`config.mk`:
```
export PLATFORM = sky130hd
export DESIGN_NAME = blackparrot_fpga_host_read_buffer
export DESIGN_NICKNAME = d
export VERILOG_FILES = /design/src/rtl/blackparrot_fpga_host_pkg.sv /design/src/rtl/blackparrot_fpga_host_read_buffer_mem.sv /design/src/rtl/blackparrot_fpga_host_read_buffer.sv
export SDC_FILE = /design/constraint.sdc
export NUM_CORES = 1
export LEC_CHECK = 0
export CORE_MARGIN = 8
export CORE_UTILIZATION = 45
export DETAILED_ROUTE_END_ITERATION = 8
export GPL_ROUTABILITY_DRIVEN = 0
export PLACE_DENSITY = 0.71
export SYNTH_ARGS = -nofsm -noshare
export SYNTH_HDL_FRONTEND = slang
export SYNTH_HIERARCHICAL = 1
export SYNTH_SLANG_ARGS = --single-unit
```
`constraint.sdc`:
```
create_clock -name s_axil_aclk -period 3.74 [get_ports s_axil_aclk]
set_input_delay 0.561 -clock s_axil_aclk [delete_from_list [all_inputs] [get_ports s_axil_aclk]]
set_output_delay 0.561 -clock s_axil_aclk [all_outputs]
set_load 0.01 [all_outputs]
```
`src/rtl/blackparrot_fpga_host_pkg.sv`:
```
// Shared constants for the BlackParrot FPGA host buffers: status-word layout,
// empty-read sentinel and CSR channel indices.
package blackparrot_fpga_host_pkg;

    localparam int FULL_BIT       = 31;
    localparam int EMPTY_READ_BIT = 30;
    localparam int COUNT_LSB      = 0;
    localparam int COUNT_W        = 16;

    localparam logic [31:0] EMPTY_READ_SENTINEL = 32'hFFFF_FFFF;

    localparam int CH_DATA   = 0;
    localparam int CH_STATUS = 1;

    // Field order mirrors FULL_BIT / EMPTY_READ_BIT / COUNT_LSB above.
    typedef struct packed {
        logic               full;
        logic               empty_read;
        logic [13:0]        rsvd;
        logic [COUNT_W-1:0] count;
    } status_word_t;

endpackage

```
`src/rtl/blackparrot_fpga_host_read_buffer_mem.sv`:
```
// 1R1W register file backing the host read buffer: synchronous write,
// asynchronous read so the head word is visible the cycle after it is written.
module blackparrot_fpga_host_read_buffer_mem
    import blackparrot_fpga_host_pkg::*;
#(
    parameter int WIDTH_P = 8,
    parameter int ELS_P   = 16,
    localparam int ADDR_W = $clog2(ELS_P)
) (
    input  logic               clk,
    input  logic               w_v,
    input  logic [ADDR_W-1:0]  w_addr,
    input  logic [WIDTH_P-1:0] w_data,
    input  logic [ADDR_W-1:0]  r_addr,
    output logic [WIDTH_P-1:0] r_data
);

    logic [WIDTH_P-1:0] mem [ELS_P];

    always_ff @(posedge clk) begin
        if (w_v) begin
            mem[w_addr] <= w_data;
        end
    end

    assign r_data = mem[r_addr];

endmodule

```
`src/rtl/blackparrot_fpga_host_read_buffer.sv`:
```
// Host-side word buffer exposed as two CSR FIFO channels (data pop, status peek).
// Optional BP_FPGA_HOST_READ_BUFFER_EMPTY_READ_EN makes empty data reads return a sentinel.
module blackparrot_fpga_host_read_buffer
    import blackparrot_fpga_host_pkg::*;
#(
    parameter int S_AXIL_DATA_WIDTH = 32,
    parameter int IN_WIDTH_P        = 8,
    parameter int ELS_P             = 16
) (
    input  logic                                s_axil_aclk,
    input  logic                                s_axil_aresetn,
    input  logic                                v_i,
    input  logic [IN_WIDTH_P-1:0]               data_i,
    output logic                                ready_and_o,
    output logic [1:0]                          fifo_v_o,
    output logic [1:0][S_AXIL_DATA_WIDTH-1:0]   fifo_data_o,
    input  logic [1:0]                          fifo_yumi_i
);

    localparam int PTR_W = $clog2(ELS_P);
    localparam int CNT_W = PTR_W + 1;

    // active_reg holds every output at zero through reset and releases them the
    // cycle after reset deasserts, keeping outputs purely registered-state driven.
    logic                  active_reg;
    logic [PTR_W-1:0]      wptr_reg;
    logic [PTR_W-1:0]      rptr_reg;
    logic [CNT_W-1:0]      count_reg;
    logic [CNT_W-1:0]      count_next;
    logic                  empty_read_reg;
    logic                  empty_read_next;
    logic                  enq;
    logic                  deq;
    logic                  empty;
    logic                  full;
    logic [IN_WIDTH_P-1:0] head_word;
    logic [S_AXIL_DATA_WIDTH-1:0] data_word;
    logic [S_AXIL_DATA_WIDTH-1:0] status_word;
    status_word_t          status_fields;

    assign empty       = (count_reg == '0);
    assign full        = (count_reg == CNT_W'(ELS_P));
    assign ready_and_o = active_reg & ~full;

    assign fifo_v_o[CH_STATUS] = active_reg;
`ifdef BP_FPGA_HOST_READ_BUFFER_EMPTY_READ_EN
    assign fifo_v_o[CH_DATA]   = active_reg;
`else
    assign fifo_v_o[CH_DATA]   = active_reg & ~empty;
`endif

    assign enq = v_i & ready_and_o;
    assign deq = fifo_yumi_i[CH_DATA] & fifo_v_o[CH_DATA] & ~empty;

    always_comb begin
        count_next = count_reg;
        if (enq && !deq) begin
            count_next = count_reg + CNT_W'(1);
        end else if (deq && !enq) begin
            count_next = count_reg - CNT_W'(1);
        end
    end

`ifdef BP_FPGA_HOST_READ_BUFFER_EMPTY_READ_EN
    logic empty_read_set;
    assign empty_read_set = fifo_yumi_i[CH_DATA] & fifo_v_o[CH_DATA] & empty;

    // A status read clears the flag, but a same-cycle empty read must not be lost.
    always_comb begin
        empty_read_next = empty_read_reg;
        if (fifo_yumi_i[CH_STATUS]) begin
            empty_read_next = 1'b0;
        end
        if (empty_read_set) begin
            empty_read_next = 1'b1;
        end
    end
`else
    logic yumi_status_unused;
    assign yumi_status_unused = fifo_yumi_i[CH_STATUS];
    assign empty_read_next    = 1'b0;
`endif

    always_ff @(posedge s_axil_aclk) begin
        if (!s_axil_aresetn) begin
            active_reg     <= 1'b0;
            wptr_reg       <= '0;
            rptr_reg       <= '0;
            count_reg      <= '0;
            empty_read_reg <= 1'b0;
        end else begin
            active_reg     <= 1'b1;
            count_reg      <= count_next;
            empty_read_reg <= empty_read_next;
            if (enq) begin
                wptr_reg <= wptr_reg + PTR_W'(1);
            end
            if (deq) begin
                rptr_reg <= rptr_reg + PTR_W'(1);
            end
        end
    end

    blackparrot_fpga_host_read_buffer_mem #(
        .WIDTH_P (IN_WIDTH_P),
        .ELS_P   (ELS_P)
    ) mem_inst (
        .clk    (s_axil_aclk),
        .w_v    (enq & s_axil_aresetn),
        .w_addr (wptr_reg),
        .w_data (data_i),
        .r_addr (rptr_reg),
        .r_data (head_word)
    );

    always_comb begin
        status_fields            = '0;
        status_fields.full       = full;
        status_fields.empty_read = empty_read_reg;
        status_fields.count      = COUNT_W'(count_reg);

        status_word       = '0;
        status_word[31:0] = status_fields;

        data_word                   = '0;
        data_word[IN_WIDTH_P-1:0]   = head_word;
`ifdef BP_FPGA_HOST_READ_BUFFER_EMPTY_READ_EN
        if (empty) begin
            data_word[31:0] = EMPTY_READ_SENTINEL;
        end
`endif

        fifo_data_o = '0;
        if (active_reg) begin
            fifo_data_o[CH_DATA]   = data_word;
            fifo_data_o[CH_STATUS] = status_word;
        end
    end

endmodule

```
# Word-level counts from Yosys, hierarchy flattened
# Memory sizes are Yosys's and may differ from the RTL's. A register that Yosys moved wholly into a read port is not among the register bits.
# Index checks and enable logic that the tools add are counted.
# word_totals
regBits	14
ram_bits	128
in_bits	13
out_inout_bits	67
elab_cells	32
mem_count	1
# memory_table
memory	depth	word_bits	rd	rd_clocked_by_memory_dff	wr	line_no	text
mem_inst.mem	16	8	1	1	1	blackparrot_fpga_host_read_buffer_mem.sv:18	logic [WIDTH_P-1:0] mem [ELS_P];
# op_classes
add_sub_neg	4
eq_ne	1
muxes	8
n_bitwise	8
n_reduce_logical	6
# op_table
operator	count
$mux W64	1
$mux W5	2
$add A4 B1 Y4 const B	2
$mux W4	2
$and A1 B1 Y1	6
$add A5 B1 Y5 const B	1
$eq A5 B5 Y1 const B	1
$logic_not A5 Y1	1
$sub A5 B1 Y5 const B	1
$mux W1	3
$logic_and A1 B1 Y1	2
$logic_not A1 Y1	2
$not A1 Y1	2
$reduce_bool A2 Y1	1

# Depth between registers and ports, before layout
# Gate-level depths: netlist of the first run.
# logic_depth
ltp_word	8
mapped_depth	9
mapped_depth_nobuf	9

# Hierarchy
# The synthesis of the first run kept the hierarchy.
# by_module_without_submodules
mod	n_inst	cells_per_inst	area_per_inst_um2	seq_area_each_um2
blackparrot_fpga_host_read_buffer_mem	1	221	4987.3	3843.7
blackparrot_fpga_host_read_buffer	1	150	1248.7	280.3

# Worst setup path after synthesis of the first run
# Ideal clock, no wire load.
# synth_timing
kind	in2reg
start	in v_i
end	mem mem_inst.mem[0][0], enable pin
setup_time_ps	383
arrival_time_ps	2359
required_ps	3357
setup_slack_ps	998
path_stages	5
path_buffers	0
cell_sequence	inv_1 a211oi_1 and2_1 or3b_2 nor3_1
# synth_between
elab_chain_cells	4
# synth_lines
item	line_no	text
from (decl)	blackparrot_fpga_host_read_buffer.sv:12	input logic v_i,
$and A1 B1 Y1	blackparrot_fpga_host_read_buffer.sv:52	assign enq = v_i & ready_and_o;
named net enq	blackparrot_fpga_host_read_buffer.sv:32	logic enq;
$and A1 B1 Y1	blackparrot_fpga_host_read_buffer.sv:109	.w_v (enq & s_axil_aresetn),
$mux W1	blackparrot_fpga_host_read_buffer_mem.sv:21	if (w_v) begin
$mux W1 (implied by the code)	blackparrot_fpga_host_read_buffer_mem.sv:22	mem[w_addr] <= w_data;
to (decl)	blackparrot_fpga_host_read_buffer_mem.sv:18	
# The timed path passes the listed nets, and every way through them passes these cells.

==> results of run 1 <==
cells in the mapped netlist (all sizes together) (2+ instances only):
master / instances / area share
inv: 3 / 0.0018
dfxtp: 14 / 0.045
a21oi: 4 / 0.0032
nand3b: 2 / 0.0024
o21a: 2 / 0.0024
ha: 6 / 0.012
xor2: 3 / 0.0042
nand3: 9 / 0.0072
buf: 58 / 0.070
mux2i: 2 / 0.0032
xnor2: 4 / 0.0056
nand2: 13 / 0.0078
mux4: 32 / 0.12
nor2: 16 / 0.0096
and2: 23 / 0.023
nand2b: 3 / 0.0030
o21ai: 3 / 0.0024
a22oi: 16 / 0.019
nor3: 5 / 0.0040
a211oi: 2 / 0.0024
edfxtp: 128 / 0.62
nor2b: 2 / 0.0020
clkbuf: 5 / 0.0030
clkdlybuf4s25: 3 / 0.0048
layout make-up:
class                   instances  area share
clock buffers                  17      0.0587
clock inverters                15      0.0285
inverters                       3     0.00155
multi-input cells             209       0.248
flip-flops and latches        142       0.569
well taps                     180      0.0311
repair buffers                 49      0.0638
critical path: stages (launching register included):
cell	delay [ns]
dfxtp_2	0.53
buf_12	0.27
mux4_1	0.60
a22oi_1	0.31
nand2_1	0.08
and2_1	0.18
clkdlybuf4s50_1	0.48
per-layer routing:
metal,GRT usage,vias to the layer above,routed length (um)
li1,-,1446,-
met2,0.232,129,6110
met1,0.161,1573,4720
met4,0.0518,0,59
met3,0.0361,5,1010
met5,0,-,0
path summary, 6_finish.rpt:
| check | startpoint | end | cells after the start |
|---|---|---|---|
| setup / recovery | rptr_reg[0] | fifo_data_o[2] | 6 |
| hold / removal | count_reg[3] | count_reg[3] | 2 |
| setup reg to reg | count_reg[0] | count_reg[3] | 10 |
| hold reg to reg | count_reg[3] | count_reg[3] | 2 |
where the power goes:
group / total [uW] / internal (uW) / switching [uW] / leakage [uW]
sequential: 1830 / 1760 / 66.7 / 0.00127
combinational: 650 / 349 / 301 / 0.000933
clock: 1780 / 1130 / 653 / 0.000313
total: 4260 / 3240 / 1020 / 0.00251
cells by family after synthesis:
| logic type | Yosys count | synth area share |
|---|---|---|
| buffers and inverters | 69 | 0.0801 |
| adders and majority gates | 7 | 0.0152 |
| other | 1 | 0.000601 |
| AOI/OAI and AO/OA | 32 | 0.0381 |
| xor gates and xnor gates | 7 | 0.00983 |
| muxes | 34 | 0.127 |
| and+or+nand+nor | 79 | 0.0676 |
| DFF | 142 | 0.661 |
per-stage QoR:
step | std cells | power, uW
2_1_floorplan | 420 | 2370
4_1_cts | 615 | 4300
3_3_place_gp | 583 | 2500
3_5_place_dp | 583 | 2510
5_1_grt | 615 | 4420
6_report | 615 | 4260
==> impl_results.md, run 1 <==
- Worst-margin pin slew: 0.788 ns
- Vias in the first global route: 3264
- Routed Antenna Nets: 0
- Status: completed
- Vias: 3153
- First-pass GRT wire length: 18300 um
- FF/Latch Area: 4130 um^2
- Cells after synthesis: 371
- Fin crit share: 0.917
- Synth Cell Area: 6240 um^2
- Worst Skew: 0.0110 ns
- Fin. Hold Viols: 0
- Clk slew on worst S/H paths: 0.06 ns
- Yosys reg bits: 142
- Final Net Count: 442
- Ys Warns: 6
- Power density over cell area: 588 nW/um^2
- Cell area after layout: 7250 um^2
- Util after Layout: 0.529
- WP data required: 3.18 ns
- Diodes inserted: 0
- H-tree depth: 4
- DRT Wirelength: 11900 um
- DRC: 0
- Largest net degree at the start of global routing: 28
- CP startpoint kind: flop
- Min-Delay Path Class: reg -> reg
- Latest clock arrival within the worst-skew pair: 0.41 ns
- Max-cap viol count: 0
- CTS tree: built
- Fmax: 291 MHz
- Commonest non-fill, non-tap cell in the layout: edfxtp_1
- CP Capture Type: primary output
- VDD IR-drop max: 396 uV
- Post-synth ARST share: 0
- R2r setup slk: 0.87 ns
- Number of antenna violations at the first check in global routing: 0
- Die width: 134 um
- Root Driver: clkbuf_16
- 1st-pass router iterations: 4
- Max FFs per register: 128
- Post-synth EDFFs: 128
- CP Data Arrival Time: 2.87 ns
- CP max FO: 27
- Vias per std cell: 5.13
- Worst Hold Margin: 0.569 ns
- I/O pin count: 80
- Setup violations, final: 0
- CORE AREA: 13700 um^2
- Row Count: 43
- Layout cells sized above 1: 0.172
- Port bufs: 28
- Multi-input gate area: 1800 um^2
- Final HPWL DP: 7530 um
- Postcts setup bufs: 0
- Total Routing Usage GR: 0.136
- RSZ-0062 raised after global routing: false
- Max-slew headroom: 0.470
- Routed WL per cell: 19.3 um
- Area Overhead vs Synth: 16.3%
- Top_reg_cell synth: edfxtp_1
- Clock Path Buffers: 2
- Die area: 17900 um^2
- Starting Density: 0.455
- Post-synthesis sequential area ratio: 0.661
- Final TNS setup: 0 ns
- # resized after CTS: 0
- Detailed Route Iter0 Violations: 251
- Number of fill cells: 1056
- Hold_buf cts: 0
- Dpl ws: 0.741 ns
- Inserted Clock Buffers: 17
- Synthesized area per cell: 16.8 um^2
- Most frequent cells in the layout: 128 x edfxtp_1, 50 x conb_1, 28 x clkdlybuf4s50_1, 23 x and2_1, 19 x buf_4
- Unique cell type count in the Yosys netlist: 40
- Post-route setup slack: 0.309 ns
- CTS sink cnt: 142
- Leakage Power: 0.00251 uW
- Grt total ovfl: 0
- Final period demand of the worst path: 3.43 ns
- Die height: 134 um
- Max Slew Vio Count: 0
- DP Area: 6620 um^2
- Type of the worst setup path: reg -> out
Power figures use the tool's default switching activity.
==> run 2: changes to the inputs <==
--- a/config.mk
+++ b/config.mk
@@ -5,11 +5,11 @@
 export SDC_FILE = /design/constraint.sdc
 export NUM_CORES = 1
 export LEC_CHECK = 0
-export CORE_MARGIN = 8
 export CORE_UTILIZATION = 45
 export DETAILED_ROUTE_END_ITERATION = 8
 export GPL_ROUTABILITY_DRIVEN = 0
 export PLACE_DENSITY = 0.71
+export SLEW_MARGIN = 20
 export SYNTH_ARGS = -nofsm -noshare
 export SYNTH_HDL_FRONTEND = slang
 export SYNTH_HIERARCHICAL = 1
==> impl_results.md, run 2 (synthesized netlist as in run 1, its figures left out) <==
- Status: completed
- Number of antenna violations at the first check in global routing: 0 (unchanged)
- Total Routing Usage GR: 0.171 (+0.0349)
- Root Driver: clkbuf_16
- Min-Delay Path Class: reg -> reg
- HP Start: count_reg[3]
- Vias in the first global route: 3097 (-5.1%)
- Die width: 120 um (-10%)
- Reg2reg path depth: 9 (-1)
- Max FFs per register: 128 (unchanged)
- Port bufs: 28 (unchanged)
- VDD IR-drop max: 373 uV (-5.9%)
- Leakage Power: 0.00249 uW (-0.86%)
- Diodes inserted: 0 (unchanged)
- WP data required: 3.18 ns (about the same)
- Detailed Route Iter0 Violations: 245 (-2.4%)
- Area Overhead vs Synth: 15.5%
- 1st-pass router iterations: 4 (unchanged)
- Type of the worst setup path: reg -> out
- Switch Pwr: 992 uW (-2.8%)
- Number of fill cells: 1048 (-0.76%)
- Slowest cell on crit path: dfxtp_2
- Clock Path Buffers: 2 (unchanged)
- Combinational Power Share: 0.156 (+0.004)
- Row Count: 42 (-2.3%)
- Met2 usage: 0.283 (+0.0511)
- Fin crit share: 0.927 (+0.00981)
- Vias per std cell: 5.23 (+2.0%)
- CP Data Arrival Time: 2.91 ns (+0.04 ns)
- Worst R2R End: count_reg[3]
- P_int: 3160 uW (-2.6%)
- Worst r2r src: count_reg[0]
- Max-cap viol count: 0 (unchanged)
- Commonest non-fill, non-tap cell in the layout: edfxtp_1
- CP max FO: 19 (-30%)
- Clock power share: 0.403 (-0.015)
- Fin. Hold Viols: 0 (unchanged)
- Tot Pwr: 4150 uW (-2.7%)
- I/O pin count: 80 (unchanged)
- Max Slew Vio Count: 0 (unchanged)
- Fmax: 288 MHz (-1.1%)
- DRT Wirelength: 11400 um (-3.9%)
- Die area: 14300 um^2 (-20%)
- Most frequent cells in the layout: 128 x edfxtp_1, 50 x conb_1, 28 x clkdlybuf4s50_1, 23 x and2_1, 21 x buf_4
- Final HPWL DP: 7150 um (-5.1%)
- WP buf/inv: 2 (unchanged)
- DRC: 0 (unchanged)
- Final Net Count: 443 (+0.23%)
- Power density over cell area: 576 nW/um^2 (-2.0%)
- CP startpoint kind: flop
- Vias: 3199 (+1.5%)
- Starting Density: 0.465 (+0.0108)
- CTS sink cnt: 142 (unchanged)
- Largest net degree at the start of global routing: 36 (+29%)
- Grt total ovfl: 0 (unchanged)
- CP max stage delay: 0.58 ns (-0.02 ns)
- # resized after CTS: 0 (unchanged)
- Clk slew on worst S/H paths: 0.06 ns (about the same)
- CP Capture Type: primary output
- H-tree depth: 4 (unchanged)
- Die height: 120 um (-10%)
- Routed Antenna Nets: 0 (unchanged)
- Setup violations, final: 0 (unchanged)
- CTS tree: built
- Cells after DPL: 580 (-0.51%)
- Final period demand of the worst path: 3.47 ns (+0.0367 ns)
- Worst Skew: 0.0104 ns (-0.000567 ns)
- Hold_buf cts: 0 (unchanged)
- Met3 Track Usage GR: 0.0361 (about the same)
- First-pass GRT wire length: 17600 um (-3.6%)
- CP delay by family, top: buffers and inverters
- CORE AREA: 13400 um^2 (-2.3%)
- Routed WL per cell: 18.7 um (-3.5%)
- Worst-margin pin slew: 0.708 ns (-0.0798 ns)
- Latest clock arrival within the worst-skew pair: 0.42 ns (about the same)
- R2r setup slk: 0.89 ns (+0.02 ns)
- Layout cells sized above 1: 0.172 (-0.000395)
- Inserted Clock Buffers: 17 (unchanged)
- Met1 GRT Util: 0.218 (+0.0570)
- Max-slew headroom: 0.526 (+0.0563)
- Postcts setup bufs: 0 (unchanged)
- WHS Endpoint: count_reg[3]
- Hold path depth: 2 (unchanged)
- RSZ-0062 raised after global routing: false
- Non-Filler Instances: 612 (-0.49%)
- Final TNS setup: 0 ns (unchanged)
- Switch share: 0.239 (-0.000388)
- Critical Path, Cell by Cell: buf_12 -> mux4_1 -> a22oi_1 -> nand2_1 -> and2_1 -> clkdlybuf4s50_1
- Reg power frac: 0.441 (+0.012)
- GRT busiest layer: met2
-- run 2: changes by cell type in the layout (fill, tap and decap cells not counted), moves of 2 or more --
cell,previous run,this run
buf_4,19,21
clkinv_2,2,4
clkinvlp_4,0,2
inv_6,6,2
-- run 2: worst max-delay path by stage --
stage / startpoint / endpoint / slack (ns) / depth (start not counted)
4_1_cts: rptr_reg[0] / fifo_data_o[2] / 0.24 / 6
5_1_grt: rptr_reg[0] / fifo_data_o[2] / 0.19 / 6
6_report: rptr_reg[0] / fifo_data_o[2] / 0.27 / 6
3_3_place_gp: v_i / count_reg[3] / 0.55 / 10
3_5_place_dp: v_i / count_reg[3] / 0.48 / 10
2_1_floorplan: v_i / mem_inst/mem[0][0] / 1.0 / 5
-- run 2: power groups by stage --
stage                     logic (uW)  registers [uW]  clock network, uW
after CTS                        650            1830               1700
after floorplan                  542            1830                  0
after detailed placement         646            1870                  0
final                            646            1830               1670
after global placement           634            1860                  0
after global routing             701            1840               1750
-- run 2: area by class of cell --
type | instances | area (um^2) | area share
Tap cell | 176 | 220 | 0.0306
Multi-Input combinational cell | 209 | 1800 | 0.249
Clock buffer | 17 | 425 | 0.0590
Inverter | 3 | 11.3 | 0.00156
Timing Repair Buffer | 50 | 458 | 0.0636
Clock inverter | 15 | 168 | 0.0233
Sequential cell | 142 | 4130 | 0.573
-- run 2: through the flow --
step | hold slack [ns] | utilization | setup WS (ns) | cell area [um^2]
after global placement | 0.557 | 0.493 | 0.549 | 6610
after CTS | 0.583 | 0.538 | 0.243 | 7200
after global routing | 0.605 | 0.538 | 0.191 | 7200
after detailed placement | 0.572 | 0.493 | 0.476 | 6610
after floorplan | 0.516 | - | 0.998 | 6420
final | 0.578 | 0.538 | 0.272 | 7200
-- run 2: worst min-delay path: cells and delay by family, from the launching register on --
kind             cells  cell delay [ns]
AND/OR/NAND/NOR      2             0.17
flip-flops           1             0.36
-- run 2: per-layer routing --
metal	part of all wire	vias to the layer above
met5	0	-
met4	0.015	0
met3	0.050	17
met2	0.51	123
met1	0.42	1608
li1	-	1451
